**src/rtl/video_timing_gen.sv**
```systemverilog
// Raster timing generator: h/v counters, registered syncs, blanking, pixel-load strobe,
// incremental frame-buffer addressing with line repeat and vblank-latched page select.
module video_timing_gen #(
  parameter int                H_VISIBLE        = 128,
  parameter int                H_TOTAL          = 168,
  parameter int                H_SYNC_START     = 131,
  parameter int                H_SYNC_END       = 147,
  parameter int                V_VISIBLE_START  = 42,
  parameter int                V_VISIBLE_END    = 725,
  parameter int                V_TOTAL          = 806,
  parameter int                V_SYNC_START     = 771,
  parameter int                V_SYNC_END       = 776,
  parameter int                PIXEL_LATENCY    = 1,
  parameter int                LINE_REPEAT_LOG2 = 1,
  parameter int                BYTES_PER_LINE   = 64,
  parameter bit                HSYNC_ACTIVE     = 1'b0,
  parameter bit                VSYNC_ACTIVE     = 1'b0,
  parameter int                ADDR_W           = 22,
  parameter logic [ADDR_W-1:0] PAGE0_BASE       = 22'h3F2700,
  parameter logic [ADDR_W-1:0] PAGE1_BASE       = 22'h3FA700
) (
  input  logic              clk,
  input  logic              _reset,
  input  logic              clk_en,
  input  logic [1:0]        busCycle,
  input  logic              vid_alt,
  output logic [ADDR_W-1:0] videoAddr,
  output logic              hsync,
  output logic              vsync,
  output logic              _hblank,
  output logic              _vblank,
  output logic              loadPixels,
  output logic              vbl_irq,
  output logic [15:0]       frame_count,
  output logic              page
);

  localparam int XW = $clog2(H_TOTAL);
  localparam int YW = $clog2(V_TOTAL);
  localparam int RW = (LINE_REPEAT_LOG2 > 0) ? LINE_REPEAT_LOG2 : 1;

  localparam logic [XW-1:0] X_LAST   = XW'(H_TOTAL - 1);
  localparam logic [XW-1:0] HB_END   = XW'(H_VISIBLE + PIXEL_LATENCY);
  localparam logic [XW-1:0] HS_FIRST = XW'(H_SYNC_START + PIXEL_LATENCY);
  localparam logic [XW-1:0] HS_LAST  = XW'(H_SYNC_END + PIXEL_LATENCY);
  localparam logic [YW-1:0] Y_LAST   = YW'(V_TOTAL - 1);
  localparam logic [YW-1:0] YV_FIRST = YW'(V_VISIBLE_START);
  localparam logic [YW-1:0] YV_LAST  = YW'(V_VISIBLE_END);
  localparam logic [YW-1:0] VS_FIRST = YW'(V_SYNC_START);
  localparam logic [YW-1:0] VS_LAST  = YW'(V_SYNC_END);

  generate
    if ((H_SYNC_END + PIXEL_LATENCY >= H_TOTAL) || (V_VISIBLE_END >= V_TOTAL) ||
        (V_SYNC_END >= V_TOTAL) || ((H_VISIBLE % 4) != 0)) begin : g_param_check
      $error("video_timing_gen: illegal timing parameters");
    end
  endgenerate

  logic [XW-1:0]     xpos_reg, xpos_next;
  logic [YW-1:0]     ypos_reg, ypos_next, ypos_inc;
  logic              hsync_reg, hsync_next;
  logic              vsync_reg, vsync_next;
  logic              vbl_irq_reg, vbl_irq_next;
  logic              page_reg, page_next;
  logic [15:0]       frame_count_reg, frame_count_next;
  logic [ADDR_W-1:0] line_off_reg, line_off_next;
  logic [RW-1:0]     rep_cnt_reg, rep_cnt_next;
  logic              endline, y_wrap, y_visible, rep_wrap;

  assign endline   = (xpos_reg == X_LAST);
  assign y_wrap    = (ypos_reg == Y_LAST);
  assign ypos_inc  = y_wrap ? '0 : ypos_reg + YW'(1);
  assign y_visible = (ypos_reg >= YV_FIRST) && (ypos_reg <= YV_LAST);
  // With no repeat every visible line advances the fetch pointer.
  assign rep_wrap  = (LINE_REPEAT_LOG2 == 0) || (rep_cnt_reg == '1);

  always_comb begin
    xpos_next        = xpos_reg;
    ypos_next        = ypos_reg;
    frame_count_next = frame_count_reg;
    page_next        = page_reg;
    line_off_next    = line_off_reg;
    rep_cnt_next     = rep_cnt_reg;
    hsync_next       = ((xpos_reg >= HS_FIRST) && (xpos_reg <= HS_LAST)) ? HSYNC_ACTIVE : ~HSYNC_ACTIVE;
    vsync_next       = ((ypos_reg >= VS_FIRST) && (ypos_reg <= VS_LAST)) ? VSYNC_ACTIVE : ~VSYNC_ACTIVE;
    vbl_irq_next     = endline && (ypos_reg == YV_LAST);

    if (endline) begin
      xpos_next = '0;
      ypos_next = ypos_inc;
      if (y_wrap)
        frame_count_next = frame_count_reg + 16'd1;
      if (ypos_reg == YV_LAST)
        page_next = vid_alt;
      if (ypos_inc == YV_FIRST) begin
        line_off_next = '0;
        rep_cnt_next  = '0;
      end else if (y_visible) begin
        rep_cnt_next = rep_cnt_reg + RW'(1);
        if (rep_wrap)
          line_off_next = line_off_reg + ADDR_W'(BYTES_PER_LINE);
      end
    end else if ((xpos_reg != '0) || (busCycle == 2'd0)) begin
      // At the start of a line, wait for the video bus slot before moving on.
      xpos_next = xpos_reg + XW'(1);
    end
  end

  always_ff @(posedge clk or negedge _reset) begin
    if (!_reset) begin
      xpos_reg        <= '0;
      ypos_reg        <= '0;
      hsync_reg       <= ~HSYNC_ACTIVE;
      vsync_reg       <= ~VSYNC_ACTIVE;
      vbl_irq_reg     <= 1'b0;
      frame_count_reg <= '0;
      page_reg        <= 1'b0;
      line_off_reg    <= '0;
      rep_cnt_reg     <= '0;
    end else if (clk_en) begin
      xpos_reg        <= xpos_next;
      ypos_reg        <= ypos_next;
      hsync_reg       <= hsync_next;
      vsync_reg       <= vsync_next;
      vbl_irq_reg     <= vbl_irq_next;
      frame_count_reg <= frame_count_next;
      page_reg        <= page_next;
      line_off_reg    <= line_off_next;
      rep_cnt_reg     <= rep_cnt_next;
    end
  end

  assign hsync       = hsync_reg;
  assign vsync       = vsync_reg;
  assign vbl_irq     = vbl_irq_reg;
  assign frame_count = frame_count_reg;
  assign page        = page_reg;
  assign _hblank     = (xpos_reg < HB_END);
  assign _vblank     = y_visible;
  assign loadPixels  = _hblank & _vblank & (busCycle == 2'd0);
  assign videoAddr   = (page_reg ? PAGE1_BASE : PAGE0_BASE) + line_off_reg +
                       ADDR_W'({xpos_reg[XW-1:2], 1'b0});

endmodule

```
**config.mk**
```make
export PLATFORM = sky130hd
export DESIGN_NAME = video_timing_gen
export DESIGN_NICKNAME = d
export VERILOG_FILES = /design/src/rtl/video_timing_gen.sv
export SDC_FILE = /design/constraint.sdc
export NUM_CORES = 1
export LEC_CHECK = 0
export CAP_MARGIN = 20
export CORE_UTILIZATION = 59
export DETAILED_ROUTE_END_ITERATION = 7
export HOLD_SLACK_MARGIN = 0.03
export PLACE_DENSITY = 0.87
export SLEW_MARGIN = 0
export SYNTH_ARGS = -nofsm -noshare
export SYNTH_HDL_FRONTEND = slang
export SYNTH_SLANG_ARGS = --single-unit
```
**constraint.sdc**
```tcl
create_clock -name clk -period 4.6 [get_ports clk]
set_clock_uncertainty 0.15 [all_clocks]
set_input_delay 0.46 -clock clk [delete_from_list [all_inputs] [get_ports clk]]
set_output_delay 0.46 -clock clk [all_outputs]
set_load 0.05 [all_outputs]
```
; ---- Word level (Yosys, flattened, before mapping)
; Cells that the tools add are included.
[classes]
eq_ne = 4
n_lt_le_gt_ge = 7
bitwise_logic = 2
reduce_logical = 16
muxes = 11
add_sub_neg = 7
[ops]
columns = cell, count
row1 = 22-bit two-way mux, 3
row2 = 22-bit adder, 1
row3 = 22-bit by 7-bit adder with 22-bit output, 1
row4 = "22-bit by 7-bit adder with 22-bit output, second input constant", 1
row5 = "10-bit equality test, second input constant", 2
row6 = "10-bit less-or-equal comparator, second input constant", 2
row7 = "16-bit by 1-bit adder with 16-bit output, second input constant", 1
row8 = 16-bit two-way mux, 1
row9 = 8-bit two-way mux, 2
row10 = "10-bit by 1-bit adder with 10-bit output, second input constant", 1
row11 = "10-bit by 6-bit equality test with 1-bit output, second input constant", 1
row12 = "10-bit >= comparator, second input constant", 1
row13 = "10-bit by 6-bit >= comparator with 1-bit output, second input constant", 1
row14 = 10-bit two-way mux, 1
row15 = 3-bit AND reduction, 3
row16 = "8-bit by 1-bit adder with 8-bit output, second input constant", 1
row17 = "8-bit equality test, second input constant", 1
row18 = "8-bit >= comparator, second input constant", 1
row19 = "8-bit less-or-equal comparator, second input constant", 1
row20 = "8-bit less-than comparator, second input constant", 1
row21 = 8-bit nonzero test, 1
row22 = 2-bit nonzero test, 3
row23 = 1-bit logical AND, 4
row24 = 1-bit two-way mux, 4
row25 = other kinds (6), 8
[word_totals]
input_bits = 6
ff_bits = 61

; ---- Logic depth before layout (Yosys ltp)
; Gate-level depths: netlist of run 1.
[depth]
ltp_word = 5
depth_mapped = 9
depth_no_buf = 8

; ---- Least setup slack after synthesis of run 1
; No wires, ideal clock.
[synth_path]
path_kind = flip-flop to output port
from = reg xpos_reg[7]
to = out videoAddr[21]
path_buffers = 0
path_stages_with_launch = 7
t_arrival_ns = 2.384
t_required_ns = 3.990
path_slack_ns = 1.606
path_cell_list = dfrtp_1 ha_1 a31o_2 a21boi_0 a21boi_0 nor4_1 xor2_1
[synth_via]
elab_chain_cells = 1
[synth_rtl]
columns = element, line
row1 = start: declaration, 59  ; logic [XW-1:0] xpos_reg, xpos_next;
row2 = start signal: assignment, 121  ; xpos_reg <= xpos_next;
row3 = 22-bit by 7-bit adder with 22-bit output, 141  ; assign videoAddr = (page_reg ? PAGE1_BASE : PAGE0_BASE) + line_off_reg +
row4 = end: declaration, 27  ; output logic [ADDR_W-1:0] videoAddr,
; Every way passes these cells.

; ---- Final worst setup path of run 1
; Ends and elaborated chain as after synthesis.

==> results of run 1 <==
-- kinds of logic after synthesis --
group	after synthesis	synth area share [%]
multiplexers	1	0.334
flip-flops	55	40.9
other	1	0.111
XOR/XNOR	54	14.0
AO/OA/AOI/OAI	51	9.20
AND/OR/NAND/NOR	173	26.0
buffers and inverters	39	4.93
adder cells (fa/ha/maj)	12	4.45
-- metal layers --
| metal | GRT usage (%) | up-vias |
|---|---|---|
| met4 | 9.06 | 0 |
| met5 | 0 | - |
| li1 | - | 1388 |
| met2 | 38.8 | 93 |
| met1 | 33.2 | 1344 |
| met3 | 3.18 | 10 |
-- layout make-up --
| cell class | instances | area (sq um) |
|---|---|---|
| Tap cell | 72 | 90.1 |
| Clock inverter | 3 | 25.0 |
| Timing Repair Buffer | 52 | 508 |
| Clock buffer | 5 | 68.8 |
| Fill cell | 425 | 1550 |
| Sequential cell | 55 | 1380 |
| Multi-Input combinational cell | 293 | 1830 |
| Inverter | 15 | 56.3 |
-- power by group through the flow --
stage               registers [W]  clock network [W]  logic, W
CTS                      0.000555           0.000281  0.000228
detailed placement       0.000564                  0  0.000227
global placement         0.000562                  0  0.000219
finish                   0.000557           0.000275  0.000228
global route             0.000563           0.000298  0.000246
floorplan                0.000540                  0  0.000196
-- worst max-delay path by stage --
stage | startpoint | end | slack (ns)
after global placement | xpos_reg[7] | videoAddr[21] | 1.22
final | xpos_reg[7] | videoAddr[21] | 0.77
after floorplan | xpos_reg[7] | videoAddr[21] | 1.61
after CTS | xpos_reg[7] | videoAddr[21] | 0.74
after global routing | xpos_reg[7] | videoAddr[21] | 0.63
after detailed placement | xpos_reg[7] | videoAddr[21] | 1.11
-- metrics by stage --
stage                     hold slack (ns)  cells
after floorplan                    0.0144    387
after global placement              0.311    487
after detailed placement            0.317    487
after CTS                           0.142    495
after global routing                0.188    495
final                               0.115    495
-- synthesized netlist by cell type, drive strengths merged, types with 2 or more instances --
master   n
o21a     2
o41ai    2
nor4     8
and2     2
a21oi    8
xnor2   39
nand4   12
nor4bb   2
dfrtp   53
nor3b    2
and3     8
dfstp    2
o21ai   22
ha      12
a31oi    3
clkbuf  17
o31ai    2
nor3    14
xor2    15
nand2b   2
buf      7
nand3   21
nand2   48
inv     15
a21boi   2
and4     3
nor2    44
-- layout by cell type, fill, tap and decap left out, types with 3 or more instances in the layout --
cell type / instances
dfrtp_1: 53
a31oi_1: 3
nor2_2: 5
nor2_1: 39
xnor2_1: 39
and3_1: 8
a21oi_1: 8
clkdlybuf4s50_1: 48
o21ai_0: 22
nand2_1: 48
xor2_1: 15
inv_1: 15
nand4_1: 11
nor4_2: 3
nor4_1: 5
nand3_1: 21
buf_4: 3
clkbuf_8: 5
nor3_1: 14
ha_1: 12
and4_1: 3
==> reports/metrics.cfg, run 1 <==
[status]
status = finished clean

[setup_path]
crit_top_cell = a21boi_0
cp_max_fo = 7
reg2reg_slack_ns = 1.82
end_kind = output port
max_stage_delay_ns = 0.82
crit_required_ns = 3.99
cp.depth = 7
worstReg2RegEnd = frame_count[9]
worstPathArrival_ns = 3.22
crit_slowest_cell = clkdlybuf4s50_1
reg2reg_from = xpos_reg[4]
cp_num_buf_inv = 1
crit_type = flop to output port
cp-start-kind = flop
cpLargestDelayFamily = compound AO/OA/AOI/OAI gates
cp_cell_sequence = ha_1 > a31o_2 > a21boi_0 > a21boi_0 > nor4_1 > xor2_1 > clkdlybuf4s50_1
reg2reg_depth = 6

[timing]
fin_crit_ns = 3.83
fin_crit_sh_pct = 83.4
finalSetupTns_ns = 0
hold_violations = 0
setup_ws_ns = 0.766
rsz0062_at_grt = false
slew_headroom_pct = 52.9
setup_viol = 0
max_freq_mhz = 261
tightest_slew_ns = 0.707
drv_slew = 0

[pwr]
irDropWorstVdd_uv = 321
power_frac_comb_pct = 21.5
power_frac_clock_pct = 26.0
total_power_w = 0.00106
p_int_w = 0.000700
switching_power_w = 0.000361
p_sw_share_pct = 34.0
sequentialPowerShare_pct = 52.5
power_density_nw_per_um2 = 268
leakage_nw = 1.67

[global_route]
grt_max_degree = 56
grt_antenna_before_repair = 0
grt_pass1_vias = 2599
track_usage_pct = 24.1
grt_overflow = 0
grt_pass1_wl_um = 11700

[die]
core_sq_um = 5510
die_w_um = 77.6
rows = 27
fp.dieArea_sq_um = 6020
start_util_pct = 61.2
io_pins = 51
die_h_um = 77.6

[synth]
synth_top_area_share_pct = 39.3
syn_inst = 386
async_flop_share_pct = 100
ys.flop_type = dfrtp_1
synth_edf_count = 0
yosysWarningCount = 0
yosysTopAreaCell = dfrtp_1
ys_seq_area_share_pct = 40.9
post_synth.cell_area_avg_sq_um = 8.74
syn_area_sq_um = 3370
yosys-top-cells-area = dfrtp_1, xnor2_1, nand2_1
synth_seq_cells = 55
ys_types = 51

[route]
ant_nets = 0
wl_per_cell_um = 13.9
routed.top_layer = met4
met1Wirelength_um = 3170
first_iter_violations = 170
drt_wl_total_um = 6880
drc = 0
wl_met3_um = 306
vias_per_cell = 5.73
vias = 2835
dr_wl_met2_um = 3310
dr.pass1.iters = 5

[clock_tree]
post_cts_buffers = 0
htreeDepth = 2
clkLatencyLatePin_ns = 0.31
cts.sinks = 55
cts_buffer_depth = 2
tritoncts = built
clk_pin_slew_ns = 0.10
cts_root_buf = clkbuf_8
cts_resized = 0
hold_buffers = 0
cts_buffers = 5

[finish]
area_delta_synth_final_pct = 17.4
antenna_cells = 0
drive_above_1_share_pct = 6.15
post-route-util_pct = 71.9
finalNetCount = 440
fin_area_sq_um = 3960

[place]
dp_hpwl_um = 4970
place.gp.congestion = 0.897
pre_cts_ws_ns = 1.11
portBuffers = 49
placed_area_sq_um = 3860

[job]
drv_cap = 0

[hold_path]
worstHoldPathType = input pin to asynchronous set/reset pin

Note: power is estimated with default switching activity, not from simulation.
==> run 2: changes to the inputs <==
Settings changed: CORE_UTILIZATION 59 to 49, PLACE_DENSITY 0.87 to 0.77.
Clock period 4.6 ns to 3.2 ns, I/O delays scaled along.
==> reports/metrics.cfg, run 2 (synthesized netlist as in run 1, its figures left out) <==
[timing]
finalSetupTns_ns = 0  ; unchanged
max_freq_mhz = 326
rsz0062_at_grt = false  ; unchanged
hold_violations = 0  ; unchanged
fin_crit_sh_pct = 95.7
setup_viol = 0  ; unchanged
fin_crit_ns = 3.06
tightest_slew_ns = 0.530  ; was 0.707 ns
hold_slack_ns = 0.322  ; was 0.115 ns
drv_slew = 0  ; unchanged
slew_headroom_pct = 64.4  ; was 52.9%

[pwr]
total_power_w = 0.00153  ; was 0.00106 W
p_int_w = 0.00101  ; was 0.000700 W
sequentialPowerShare_pct = 51.2  ; was 52.5%
p_sw_share_pct = 33.9  ; was 34.0%
switching_power_w = 0.000520  ; was 0.000361 W
irDropWorstVdd_uv = 411  ; was 321 uV
power_frac_clock_pct = 26.2  ; was 26.0%
leakage_nw = 1.75  ; was 1.67 nW
power_frac_comb_pct = 22.6  ; was 21.5%
power_density_nw_per_um2 = 380  ; was 268 nW/um^2

[route]
dr.pass1.iters = 6  ; was 5
vias_per_cell = 5.55  ; was 5.73
drc = 3  ; was 0
wl_per_cell_um = 14.0  ; was 13.9 um
drt_wl_total_um = 7090  ; was 6880 um
ant_nets = 0  ; unchanged
first_iter_violations = 150  ; was 170
vias = 2807  ; was 2,835

[setup_path]
cp_cell_sequence = ha_1 > a31o_2 > a21boi_1 > xnor2_1 > clkdlybuf4s50_1  ; was ha_1 > a31o_2 > a21boi_0 > a21boi_0 > nor4_1 > xor2_1 > clkdlybuf4s50_1
reg2reg_slack_ns = 0.66  ; was 1.82 ns
worstReg2RegEnd = frame_count[9]  ; unchanged
cpLargestDelayFamily = buffers and inverters  ; was compound AO/OA/AOI/OAI gates
reg2reg_from = ypos_reg[1]  ; was xpos_reg[4]
cp-start-kind = flop  ; unchanged
worstPathArrival_ns = 2.59  ; was 3.22 ns
cp_num_buf_inv = 1  ; unchanged
end_kind = output port  ; unchanged
reg2reg_depth = 9  ; was 6
crit_required_ns = 2.73  ; was 3.99 ns
cp_max_fo = 7  ; unchanged
crit_slowest_cell = clkdlybuf4s50_1  ; unchanged
crit_type = flop to output port  ; unchanged
max_stage_delay_ns = 0.82  ; about the same

[die]
start_util_pct = 51.9  ; was 61.2%
io_pins = 51  ; unchanged
core_sq_um = 6490  ; was 5510 sq um
die_w_um = 85.0  ; was 77.6 um
die_h_um = 85.0  ; was 77.6 um
rows = 29  ; was 27
fp.dieArea_sq_um = 7220  ; was 6020 sq um

[clock_tree]
clk_pin_slew_ns = 0.10  ; about the same
post_cts_buffers = 0  ; unchanged
cts_buffer_depth = 2  ; unchanged
tritoncts = built  ; unchanged
cts_root_buf = clkbuf_8  ; unchanged
cts.sinks = 55  ; unchanged
cts_buffers = 5  ; unchanged
htreeDepth = 2  ; unchanged
clkLatencyLatePin_ns = 0.32  ; was 0.31 ns

[finish]
antenna_cells = 0  ; unchanged
most-common-layout-cells = dfrtp_1, nand2_1, xnor2_1, nor2_1, clkdlybuf4s50_1  ; was dfrtp_1, nand2_1, clkdlybuf4s50_1, xnor2_1, nor2_1
area_delta_synth_final_pct = 19.8  ; was 17.4%
multi_input_area_sq_um = 1840  ; was 1830 sq um
register_area_sq_um = 1380  ; unchanged
fill_cells = 556  ; was 425
final_common_cell = dfrtp_1  ; unchanged
drive_above_1_share_pct = 9.32  ; was 6.15%
finalNetCount = 446  ; was 440

[hold_path]
worstHoldPathType = flop to flop  ; was input pin to asynchronous set/reset pin
hold_end = frame_count[15]
min_path_cells = 1
min_from = frame_count[15]

[global_route]
grt_overflow = 0  ; unchanged
grt_max_degree = 37  ; was 56
grt_antenna_before_repair = 0  ; unchanged
grt_pass1_wl_um = 12500  ; was 11,700 um
grt_pass1_vias = 2737  ; was 2,599
track_usage_pct = 21.3  ; was 24.1%

[job]
drv_cap = 0  ; unchanged

[place]
portBuffers = 49  ; unchanged
place.gp.congestion = 0.867  ; was 0.897
dp_hpwl_um = 5240  ; was 4970 um

[status]
violations = DRC
status = finished, violations left  ; was finished clean

## run 2: cell count changes in the layout (fill, tap and decap cells not counted), moves of 2 or more
cell and change:
dlymetal6s2s_1 +2, buf_4 +10, clkdlybuf4s50_1 -10, buf_12 +3
## run 2: final cells by class
cell class              count  share of cell area [%]
well taps                  77                    2.38
multi-input cells         293                    45.5
clock inverters             3                   0.619
inverters                  15                    1.39
clock buffers               5                    1.70
repair buffers             58                    14.3
flip-flops and latches     55                    34.1
## run 2: how the worst max path moves through the flow
stage / slack [ns] / start / end / cells after the start
3_3_place_gp: 0.44 / xpos_reg[7] / videoAddr[11] / 5
2_1_floorplan: 0.35 / xpos_reg[7] / videoAddr[21] / 6
3_5_place_dp: 0.38 / xpos_reg[7] / videoAddr[16] / 7
5_1_grt: 0.02 / xpos_reg[7] / videoAddr[11] / 5
6_report: 0.14 / xpos_reg[7] / videoAddr[11] / 5
4_1_cts: 0.02 / xpos_reg[7] / videoAddr[21] / 7
## run 2: stage by stage
stage / area [sq um] / util [%] / std cells / setup slack, ns
2_1_floorplan: 3380 / - / 387 / 0.346
3_3_place_gp: 3930 / 60.4 / 497 / 0.438
3_5_place_dp: 3930 / 60.4 / 497 / 0.379
4_1_cts: 4030 / 62.0 / 506 / 0.0220
5_1_grt: 4040 / 62.2 / 506 / 0.0166
6_report: 4040 / 62.2 / 506 / 0.137
## run 2: power by group through the flow
stage / clock network [W] / logic [W] / registers (W)
final: 0.000402 / 0.000346 / 0.000785
after global routing: 0.000438 / 0.000380 / 0.000794
after CTS: 0.000411 / 0.000350 / 0.000785
after detailed placement: 0 / 0.000347 / 0.000798
after global placement: 0 / 0.000339 / 0.000797
after floorplan: 0 / 0.000282 / 0.000776
## run 2: timing repair
item | in CTS | in global routing
hold endpoints to repair | 17 | 0
hold buffers | 1 | 0
resized for setup | 0 | 5
endpoints found under the setup margin | 0 | 6
## run 2: metal layers
| metal | up-vias | track usage [%] | part of all wire [%] |
|---|---|---|---|
| met1 | 1334 | 29.3 | 48 |
| met2 | 62 | 35.2 | 47 |
| li1 | 1400 | - | - |
| met5 | - | 0 | 0 |
| met3 | 11 | 2.72 | 3.3 |
| met4 | 0 | 6.93 | 1.3 |
## run 2: worst reg2reg max path, delay by kind of cell, from the launching register on
kind	cells	cell delay [ns]
XOR/XNOR	1	0.15
AND/OR/NAND/NOR	5	1.09
adder cells (fa/ha/maj)	1	0.20
buffers and inverters	2	0.37
flip-flops	1	0.48
==> run 3: changes to the inputs <==
Settings changed: CORE_MARGIN from default to 2.
==> reports/metrics.cfg, run 3 (synthesized netlist as in run 1, its figures left out) <==
[status]
status = finished clean  ; was finished, violations left

[finish]
multi_input_area_sq_um = 1840  ; unchanged
most-common-layout-cells = dfrtp_1, nand2_1, xnor2_1, nor2_1, clkdlybuf4s50_1  ; unchanged
finalNetCount = 446  ; unchanged
post-route-util_pct = 60.4  ; was 62.2%
fill_cells = 562  ; was 556
antenna_cells = 0  ; unchanged
register_area_sq_um = 1380  ; unchanged
final_common_cell = dfrtp_1  ; unchanged
area_delta_synth_final_pct = 20.3  ; was 19.8%
drive_above_1_share_pct = 9.32  ; unchanged

[setup_path]
crit_type = flop to output port  ; unchanged
cp_max_fo = 7  ; unchanged
crit_required_ns = 2.73  ; about the same
max_stage_delay_ns = 0.48  ; was 0.82 ns
cp-start-kind = flop  ; unchanged
cp_cell_sequence = ha_1 > a31o_2 > a21boi_1 > a21boi_0 > nor4_2 > xor2_1 > buf_12  ; was ha_1 > a31o_2 > a21boi_1 > xnor2_1 > clkdlybuf4s50_1
reg2reg_slack_ns = 0.66  ; about the same
worstPathArrival_ns = 2.50  ; was 2.59 ns
end_kind = output port  ; unchanged
crit_slowest_cell = dfrtp_1  ; was clkdlybuf4s50_1

[global_route]
grt_pass1_wl_um = 12000  ; was 12,500 um
grt_pass1_vias = 2649  ; was 2,737
track_usage_pct = 19.5  ; was 21.3%
grt_max_degree = 45  ; was 37
grt_antenna_before_repair = 0  ; unchanged
grt_overflow = 0  ; unchanged

[pwr]
total_power_w = 0.00155  ; was 0.00153 W
switching_power_w = 0.000529  ; was 0.000520 W
sequentialPowerShare_pct = 50.6  ; was 51.2%
p_int_w = 0.00102  ; was 0.00101 W
irDropWorstVdd_uv = 376  ; was 411 uV
p_sw_share_pct = 34.1  ; was 33.9%
power_frac_comb_pct = 22.5  ; was 22.6%
power_frac_clock_pct = 26.8  ; was 26.2%
power_density_nw_per_um2 = 383  ; was 380 nW/um^2
leakage_nw = 1.76  ; was 1.75 nW

[hold_path]
worstHoldPathType = input pin to asynchronous set/reset pin  ; was flop to flop

[timing]
hold_slack_ns = 0.173  ; was 0.322 ns
rsz0062_at_grt = false  ; unchanged
fin_crit_ns = 2.97  ; was 3.06 ns
tightest_slew_ns = 0.502  ; was 0.530 ns
slew_headroom_pct = 66.3  ; was 64.4%
fin_crit_sh_pct = 92.9  ; was 95.7%
setup_viol = 0  ; unchanged
hold_violations = 0  ; unchanged
drv_slew = 0  ; unchanged
finalSetupTns_ns = 0  ; unchanged
max_freq_mhz = 336  ; was 326 MHz

[clock_tree]
htreeDepth = 2  ; unchanged
cts_root_buf = clkbuf_8  ; unchanged
clk_pin_slew_ns = 0.11  ; was 0.10 ns
tritoncts = built  ; unchanged
cts.sinks = 55  ; unchanged
cts_buffer_depth = 2  ; unchanged
clkLatencyLatePin_ns = 0.32  ; about the same
cts_buffers = 5  ; unchanged

[place]
dp_hpwl_um = 5240  ; about the same
portBuffers = 49  ; unchanged
place.gp.congestion = 0.877  ; was 0.867

[die]
start_util_pct = 50.2  ; was 51.9%
die_h_um = 87.0  ; was 85.0 um
fp.dieArea_sq_um = 7560  ; was 7220 sq um
io_pins = 51  ; unchanged
core_sq_um = 6720  ; was 6490 sq um
rows = 30  ; was 29
die_w_um = 87.0  ; was 85.0 um

[route]
first_iter_violations = 131  ; was 150
ant_nets = 0  ; unchanged
drc = 0  ; was 3
wl_per_cell_um = 14.1  ; was 14.0 um
vias_per_cell = 5.64  ; was 5.55
drt_wl_total_um = 7190  ; was 7090 um
dr.pass1.iters = 4  ; was 6
vias = 2869  ; was 2,807

[job]
drv_cap = 0  ; unchanged

run 3: power by group through the flow:
stage | logic (W) | clock network (W) | registers (W)
3_5_place_dp | 0.000345 | 0 | 0.000799
5_1_grt | 0.000382 | 0.000453 | 0.000793
2_1_floorplan | 0.000282 | 0 | 0.000776
6_report | 0.000349 | 0.000417 | 0.000786
4_1_cts | 0.000347 | 0.000432 | 0.000786
3_3_place_gp | 0.000339 | 0 | 0.000797
run 3: worst max-delay path: cells and delay by family (launching register included):
family          cells  cell delay, ns
compound gates      3            0.79
xor+xnor            1            0.27
fa+ha+maj           1            0.25
buf+inv             1            0.17
flops               1            0.48
simple gates        1            0.23
run 3: worst paths after layout:
path,from,end,cells after the start
worst max-delay path,xpos_reg[7],videoAddr[21],7
worst min-delay path,_reset,frame_count[13],2
worst max register to register,ypos_reg[1],frame_count[6],9
worst min register to register,frame_count[15],frame_count[15],1
max in group asynchronous,_reset,line_off_reg[8],4
min in group clk,frame_count[15],frame_count[15],1
run 3: metal layers:
layer | track usage, % | vias up | wire length (um)
li1 | - | 1406 | -
met5 | 0 | - | 0
met1 | 26.8 | 1371 | 3360
met2 | 32.3 | 81 | 3440
met4 | 5.54 | 0 | 93
met3 | 2.75 | 11 | 301
run 3: through the flow:
step | setup slack (ns) | instance area (sq um) | instances
2_1_floorplan | 0.346 | 3380 | 387
3_3_place_gp | 0.448 | 3920 | 499
3_5_place_dp | 0.362 | 3920 | 499
4_1_cts | 0.000256 | 4020 | 507
5_1_grt | 0.0492 | 4060 | 509
6_report | 0.228 | 4060 | 509
run 3: cell type report:
type	instances	share of cell area, %
Multi-Input combinational cell	293	45.3
Sequential cell	55	34.0
Timing Repair Buffer	58	14.4
Tap cell	80	2.47
Clock buffer	5	1.70
Inverter	15	1.39
Clock inverter	3	0.710
run 3: repair_timing:
item	4_1_cts	5_1_grt
endpoints found under the setup margin	2	4
hold endpoints to repair	0	41
setup buffers	0	0
hold buffers	0	1
resized for setup	2	3
